**config.mk**
```make
export PLATFORM = sky130hd
export DESIGN_NAME = mc_ctrl
export DESIGN_NICKNAME = d
export VERILOG_FILES = /design/src/rtl/mc_ctrl.sv
export SDC_FILE = /design/constraint.sdc
export NUM_CORES = 1
export LEC_CHECK = 0
export ABC_CLOCK_PERIOD_IN_PS = 2860
export CORE_ASPECT_RATIO = 0.7
export CORE_MARGIN = 8
export CORE_UTILIZATION = 42
export CTS_CLUSTER_DIAMETER = 60
export DETAILED_ROUTE_END_ITERATION = 16
export GPL_TIMING_DRIVEN = 0
export PLACE_DENSITY_LB_ADDON = 0.15
export SLEW_MARGIN = 0
export SYNTH_ARGS = -nofsm -noshare
export SYNTH_HDL_FRONTEND = slang
export SYNTH_SLANG_ARGS = --single-unit
export TNS_END_PERCENT = 1
```
**constraint.sdc**
```tcl
create_clock -name clk -period 2.86 [get_ports clk]
set_clock_uncertainty 0.15 [all_clocks]
set_input_delay 0.715 -clock clk [delete_from_list [all_inputs] [get_ports clk]]
set_output_delay 0.715 -clock clk [all_outputs]
set_load 0.01 [all_outputs]
```
**src/rtl/mc_ctrl.sv**
```systemverilog
// Multi-cycle RV32I control sequencer: FETCH/DECODE/EXEC/MEM/WB over one unified memory port,
// driving the shared ALU/EXT/NPC/regfile controls and counting retired instructions.
`timescale 1ns/1ps
module mc_ctrl (
  input  logic        clk,
  input  logic        reset,
  input  logic [6:0]  Op,
  input  logic [6:0]  Funct7,
  input  logic [2:0]  Funct3,
  input  logic        Zero,
  input  logic        mem_ready,
  output logic        mem_req,
  output logic        mem_we,
  output logic        IRWrite,
  output logic        MDRWrite,
  output logic        PCWrite,
  output logic        RegWrite,
  output logic [5:0]  EXTOp,
  output logic [4:0]  ALUOp,
  output logic [2:0]  NPCOp,
  output logic        ALUSrc,
  output logic [1:0]  WDSel,
  output logic [2:0]  state,
  output logic        illegal,
  output logic        retire,
  output logic [31:0] instret
);

  typedef enum logic [2:0] {
    FETCH  = 3'd0,
    DECODE = 3'd1,
    EXEC   = 3'd2,
    MEM    = 3'd3,
    WB     = 3'd4
  } state_e;

  typedef enum logic [2:0] {
    C_ILL,
    C_ALU,
    C_LW,
    C_SW,
    C_BEQ,
    C_JAL
  } cls_e;

  localparam logic [6:0] OP_R      = 7'b0110011;
  localparam logic [6:0] OP_I      = 7'b0010011;
  localparam logic [6:0] OP_LOAD   = 7'b0000011;
  localparam logic [6:0] OP_STORE  = 7'b0100011;
  localparam logic [6:0] OP_BRANCH = 7'b1100011;
  localparam logic [6:0] OP_JAL    = 7'b1101111;
  localparam logic [6:0] OP_LUI    = 7'b0110111;

  localparam logic [5:0] EXT_NONE  = 6'b000000;
  localparam logic [5:0] EXT_SHAMT = 6'b100000;
  localparam logic [5:0] EXT_I     = 6'b010000;
  localparam logic [5:0] EXT_S     = 6'b001000;
  localparam logic [5:0] EXT_B     = 6'b000100;
  localparam logic [5:0] EXT_U     = 6'b000010;
  localparam logic [5:0] EXT_J     = 6'b000001;

  localparam logic [4:0] ALU_NOP  = 5'b00000;
  localparam logic [4:0] ALU_LUI  = 5'b00001;
  localparam logic [4:0] ALU_ADD  = 5'b00011;
  localparam logic [4:0] ALU_SUB  = 5'b00100;
  localparam logic [4:0] ALU_SLT  = 5'b01010;
  localparam logic [4:0] ALU_SLTU = 5'b01011;
  localparam logic [4:0] ALU_XOR  = 5'b01100;
  localparam logic [4:0] ALU_OR   = 5'b01101;
  localparam logic [4:0] ALU_AND  = 5'b01110;
  localparam logic [4:0] ALU_SLL  = 5'b01111;
  localparam logic [4:0] ALU_SRL  = 5'b10000;
  localparam logic [4:0] ALU_SRA  = 5'b10001;

  localparam logic [2:0] NPC_PLUS4  = 3'b000;
  localparam logic [2:0] NPC_BRANCH = 3'b001;
  localparam logic [2:0] NPC_JUMP   = 3'b010;

  localparam logic [1:0] WD_ALU = 2'b00;
  localparam logic [1:0] WD_MEM = 2'b01;
  localparam logic [1:0] WD_PC  = 2'b10;

  state_e      state_q, state_d;
  logic [31:0] instret_q;

  cls_e        cls;
  logic [5:0]  dec_ext;
  logic [4:0]  dec_alu;
  logic        dec_src;
  logic [1:0]  dec_wd;

  logic        f7_base, f7_alt, i_shift, r_ok, i_ok, shift_alt;

  function automatic logic [4:0] alu_of(input logic [2:0] f3, input logic alt);
    logic [4:0] r;
    case (f3)
      3'b000:  r = alt ? ALU_SUB : ALU_ADD;
      3'b001:  r = ALU_SLL;
      3'b010:  r = ALU_SLT;
      3'b011:  r = ALU_SLTU;
      3'b100:  r = ALU_XOR;
      3'b101:  r = alt ? ALU_SRA : ALU_SRL;
      3'b110:  r = ALU_OR;
      default: r = ALU_AND;
    endcase
    return r;
  endfunction

  assign f7_base   = (Funct7 == 7'b0000000);
  assign f7_alt    = (Funct7 == 7'b0100000);
  assign i_shift   = (Funct3 == 3'b001) || (Funct3 == 3'b101);
  assign r_ok      = f7_base || (f7_alt && ((Funct3 == 3'b000) || (Funct3 == 3'b101)));
  // Non-shift I-type ops carry immediate bits in Funct7, so only shifts constrain it.
  assign i_ok      = !i_shift || f7_base || (f7_alt && (Funct3 == 3'b101));
  assign shift_alt = (Funct3 == 3'b101) && f7_alt;

  always_comb begin
    cls     = C_ILL;
    dec_ext = EXT_NONE;
    dec_alu = ALU_NOP;
    dec_src = 1'b0;
    dec_wd  = WD_ALU;
    case (Op)
      OP_R: begin
        if (r_ok) begin
          cls     = C_ALU;
          dec_alu = alu_of(Funct3, Funct7[5]);
        end
      end
      OP_I: begin
        if (i_ok) begin
          cls     = C_ALU;
          dec_alu = alu_of(Funct3, shift_alt);
          dec_ext = i_shift ? EXT_SHAMT : EXT_I;
          dec_src = 1'b1;
        end
      end
      OP_LOAD: begin
        if (Funct3 == 3'b010) begin
          cls     = C_LW;
          dec_ext = EXT_I;
          dec_alu = ALU_ADD;
          dec_src = 1'b1;
          dec_wd  = WD_MEM;
        end
      end
      OP_STORE: begin
        if (Funct3 == 3'b010) begin
          cls     = C_SW;
          dec_ext = EXT_S;
          dec_alu = ALU_ADD;
          dec_src = 1'b1;
        end
      end
      OP_BRANCH: begin
        if (Funct3 == 3'b000) begin
          cls     = C_BEQ;
          dec_ext = EXT_B;
          dec_alu = ALU_SUB;
        end
      end
      OP_JAL: begin
        cls     = C_JAL;
        dec_ext = EXT_J;
        dec_wd  = WD_PC;
      end
      OP_LUI: begin
        cls     = C_ALU;
        dec_ext = EXT_U;
        dec_alu = ALU_LUI;
        dec_src = 1'b1;
      end
      default: ;
    endcase
  end

  always_ff @(posedge clk or posedge reset) begin
    if (reset) begin
      state_q   <= FETCH;
      instret_q <= '0;
    end else begin
      state_q <= state_d;
      if (retire) instret_q <= instret_q + 32'd1;
    end
  end

  always_comb begin
    state_d  = state_q;
    mem_req  = 1'b0;
    mem_we   = 1'b0;
    IRWrite  = 1'b0;
    MDRWrite = 1'b0;
    PCWrite  = 1'b0;
    RegWrite = 1'b0;
    illegal  = 1'b0;
    retire   = 1'b0;
    NPCOp    = NPC_PLUS4;
    case (state_q)
      FETCH: begin
        mem_req = 1'b1;
        IRWrite = mem_ready;
        if (mem_ready) state_d = DECODE;
      end
      DECODE: begin
        if (cls == C_ILL) begin
          illegal = 1'b1;
          PCWrite = 1'b1;
          state_d = FETCH;
        end else begin
          state_d = EXEC;
        end
      end
      EXEC: begin
        case (cls)
          C_ALU:       state_d = WB;
          C_LW, C_SW:  state_d = MEM;
          C_BEQ: begin
            PCWrite = 1'b1;
            NPCOp   = Zero ? NPC_BRANCH : NPC_PLUS4;
            retire  = 1'b1;
            state_d = FETCH;
          end
          C_JAL: begin
            RegWrite = 1'b1;
            PCWrite  = 1'b1;
            NPCOp    = NPC_JUMP;
            retire   = 1'b1;
            state_d  = FETCH;
          end
          default:     state_d = FETCH;
        endcase
      end
      MEM: begin
        mem_req = 1'b1;
        mem_we  = (cls == C_SW);
        if (mem_ready) begin
          if (cls == C_LW) begin
            MDRWrite = 1'b1;
            state_d  = WB;
          end else begin
            PCWrite = 1'b1;
            retire  = 1'b1;
            state_d = FETCH;
          end
        end
      end
      WB: begin
        RegWrite = 1'b1;
        PCWrite  = 1'b1;
        retire   = 1'b1;
        state_d  = FETCH;
      end
      default: state_d = FETCH;
    endcase
    // The state register already sits in FETCH under reset; this also silences FETCH's mem_req.
    if (reset) begin
      mem_req  = 1'b0;
      mem_we   = 1'b0;
      IRWrite  = 1'b0;
      MDRWrite = 1'b0;
      PCWrite  = 1'b0;
      RegWrite = 1'b0;
      illegal  = 1'b0;
      retire   = 1'b0;
    end
  end

  assign EXTOp   = (state_q == FETCH) ? '0 : dec_ext;
  assign ALUOp   = (state_q == FETCH) ? '0 : dec_alu;
  assign ALUSrc  = (state_q == FETCH) ? 1'b0 : dec_src;
  assign WDSel   = (state_q == FETCH) ? '0 : dec_wd;
  assign state   = state_q;
  assign instret = instret_q;

endmodule

```
==> results.md <==
- LEAKAGE: 1.79 nW
- Post-synth top area cell: dfrtp_1
- Tmin final: 3270 ps
- All-Layer GR Usage: 0.202
- Fin. Hold Viols: 0
- Least-Margin Pin Slew: 953 ps
- Nets: 423
- Main synth FF type: dfrtp_1
- Post-DR vias/cell: 5.85
- Skew-Pair Late Insertion Delay: 290 ps
- Largest cells by area after synthesis: dfrtp_1 (34%), xor2_1 (11%), nor3_1 (4.7%)
- Post-synth top cells: dfrtp_1 (35), xor2_1 (32), nor3_1 (24), nand2_1 (20), nor2_1 (16)
- Ys Warns: 0
- Worst EP arrival: 2410 ps
- Failing checks: negative setup slack
- Cell count after placement: 437
- Wire length per cell: 19.3 microns
- Layout Cells excl Fill: 476
- Mapped Area: 2540 sq um
- Placeable Area: 5780 sq um
- Row cnt: 23
- Required time of the critical path: 2000 ps
- DP HPWL: 5.88 mm
- Die X: 109 microns
- Share of layout cells above drive strength 1: 0.392
- Initial detailed-routing violation count: 226
- Simple-gate share of the synthesized area: 0.361
- WHS: 323 ps
- Mux share of post-synthesis cell area: 0.00443
- CTS Hold Bufs: 0
- Post-DP Area: 3500 sq um
- Slew margin rel.: 0.361
- R2r setup slk: 290 ps
- Post-route worst setup slack: -412 ps
- First-pass GRT wire length: 14.0 mm
- DR pass1 iterations: 5
- Sequential fraction of the synthesis area: 0.345
- ANT cells: 0
- Seq cells post-synth: 35
- Bufs on Longest Clock Path: 2
- Die area: 8840 sq um
- Number of global-route vias before repair: 2,671
- Die height: 81.1 microns
- Worst hold-check path type: reg2reg
- Total CTS buffers: 5
- Remaining Overflow, GRT: 0
- Outcome: complete, but fails checks
- Leading cell type by number of instances after synthesis: dfrtp_1
- Total power: 1.10 mW
- Post-synthesis xor/xnor area fraction: 0.117
- Largest family of logic cells by synthesized area: simple AND/OR/NAND/NOR gates
- Average cell area after synthesis: 8.92 sq um
- I/O pins: 81
- Tcrit/Tclk final: 1.14
- Sink Count: 35
- Finished layout cell area: 4040 sq um
- Area Overhead vs Synth: 59.0%
- FFs w/ async S/R, synth: 1.00
- Share of the synthesized area in the top cell type: 0.345
- DR vias: 2,785
- Clock transition at path regs: 70 ps
- Max-cap viol count: 0
- Post-Synth Adder-Cell Area: 0.00492
- Root buffer cell: clkbuf_8
- Initial Utilization: 0.439
- Number of remaining DRC errors: 0
- # H-tree levels: 2
- Cell area power density: 271 nW/um^2
- Initial antenna violation count: 0
- Compound-Gate Fraction of Synth Area: 0.116
- CP Class: in2out
- Routed wire length: 9.18 mm
- Detail Route Antenna Nets: 0
- Maximum number of pins on one net before global-route repair: 20
- Crit-path max FO: 4
- Maximum VDD drop: 0.213 mV
- Yosys cell types: 50
- Number of flops mapped to enable cells by yosys: 0
- Mapped Cells: 285
- Port Buf Inserts: 77
- Startpoint Class: primary input
- Final Wtd Congestion: 0.885
- Endpoint class of the critical path: primary output
- Max Slew Vio Count: 0
- CTS tree: yes
- Syn nets: 307
- RSZ-0062 raised after global routing: yes
- Final setup viols: 17
- Fmax: 306 MHz
## layer usage
metal / track usage / share of wire / wire (microns)
met1: 0.272 / 0.43 / 3950
met2: 0.304 / 0.45 / 4110
met3: 0.0664 / 0.10 / 952
met4: 0.0490 / 0.018 / 162
met5: 0 / 0 / 0
## layout by cell type (no fill, tap or decap), types with 3 or more instances in the layout
cell type,n
a21oi_1,9
a21oi_2,3
a31oi_1,3
and2_4,4
and3_1,5
buf_2,18
buf_4,31
buf_6,15
clkbuf_1,3
clkbuf_2,3
clkbuf_8,8
clkdlybuf4s15_2,3
clkdlybuf4s50_1,37
dfrtp_1,34
dlygate4sd2_1,7
inv_1,5
nand2_1,17
nand2_2,3
nand2b_1,5
nand3_1,10
nand3_2,3
nand3b_1,4
nand4_1,10
nor2_1,11
nor2_2,4
nor3_1,19
nor3_4,3
nor3b_1,4
nor4_1,4
nor4_2,8
nor4_4,4
nor4b_2,5
o21ai_0,3
or2_2,3
xor2_1,31
## report_power, final
part / internal [mW] / switching (mW) / total, mW
Sequential: 0.499 / 0.00772 / 0.507
Clock: 0.189 / 0.187 / 0.376
Combinational: 0.0955 / 0.119 / 0.214
## metrics by stage
step / TNS, ps / setup slack [ps] / util
global placement: -30060 / -1370 / 0.605
finish: -3780 / -412 / 0.699
global route: -4880 / -440 / 0.699
CTS: -2920 / -285 / 0.689
floorplan: -183 / -58.1 / -
detailed placement: -31380 / -1410 / 0.605
## logic make-up after synthesis
logic type,count (synthesis)
muxes,1
and+or+nand+nor,148
DFF,35
adders and majority gates,1
xor gates and xnor gates,34
AOI/OAI and AO/OA,41
other,1
buffers and inverters,24
## critical path: stages
cell and delay (ps):
clkdlybuf4s15_2 220, and2_4 190, and3_1 150, clkbuf_8 150, a2111oi_2 400, nand4_1 240
a21oi_2 180, buf_2 150
## final cells by class
cell class | instances | area (sq um)
well taps | 75 | 93.8
clock inverters | 1 | 5.00
fillers | 444 | 1740
multi-input cells | 226 | 1850
flip-flops and latches | 35 | 877
inverters | 6 | 26.3
repair inverters | 1 | 5.00
repair buffers | 108 | 930
plain buffers | 18 | 176
clock buffers | 6 | 82.6
## flip-flops by register name, summed over array words and instances (netlist names)
name     count
instret     32
state        3
## final timing paths
path,depth (start not counted),to,startpoint
worst max-delay path,8,PCWrite,Op[1]
worst min-delay path,1,instret[31],instret[31]
worst max register to register,8,instret[21],state[2]
worst min register to register,1,instret[31],instret[31]
max in group asynchronous,2,instret[26],reset
min in group asynchronous,3,instret[7],reset
## repair_timing
item                       in CTS  in global routing
cloned                          1                  0
pin swaps                      32                  3
setup endpoints to repair      31                 20
buffers inserted               31                  0
resized for setup             195                 17
(Power assumes the default switching activity.)
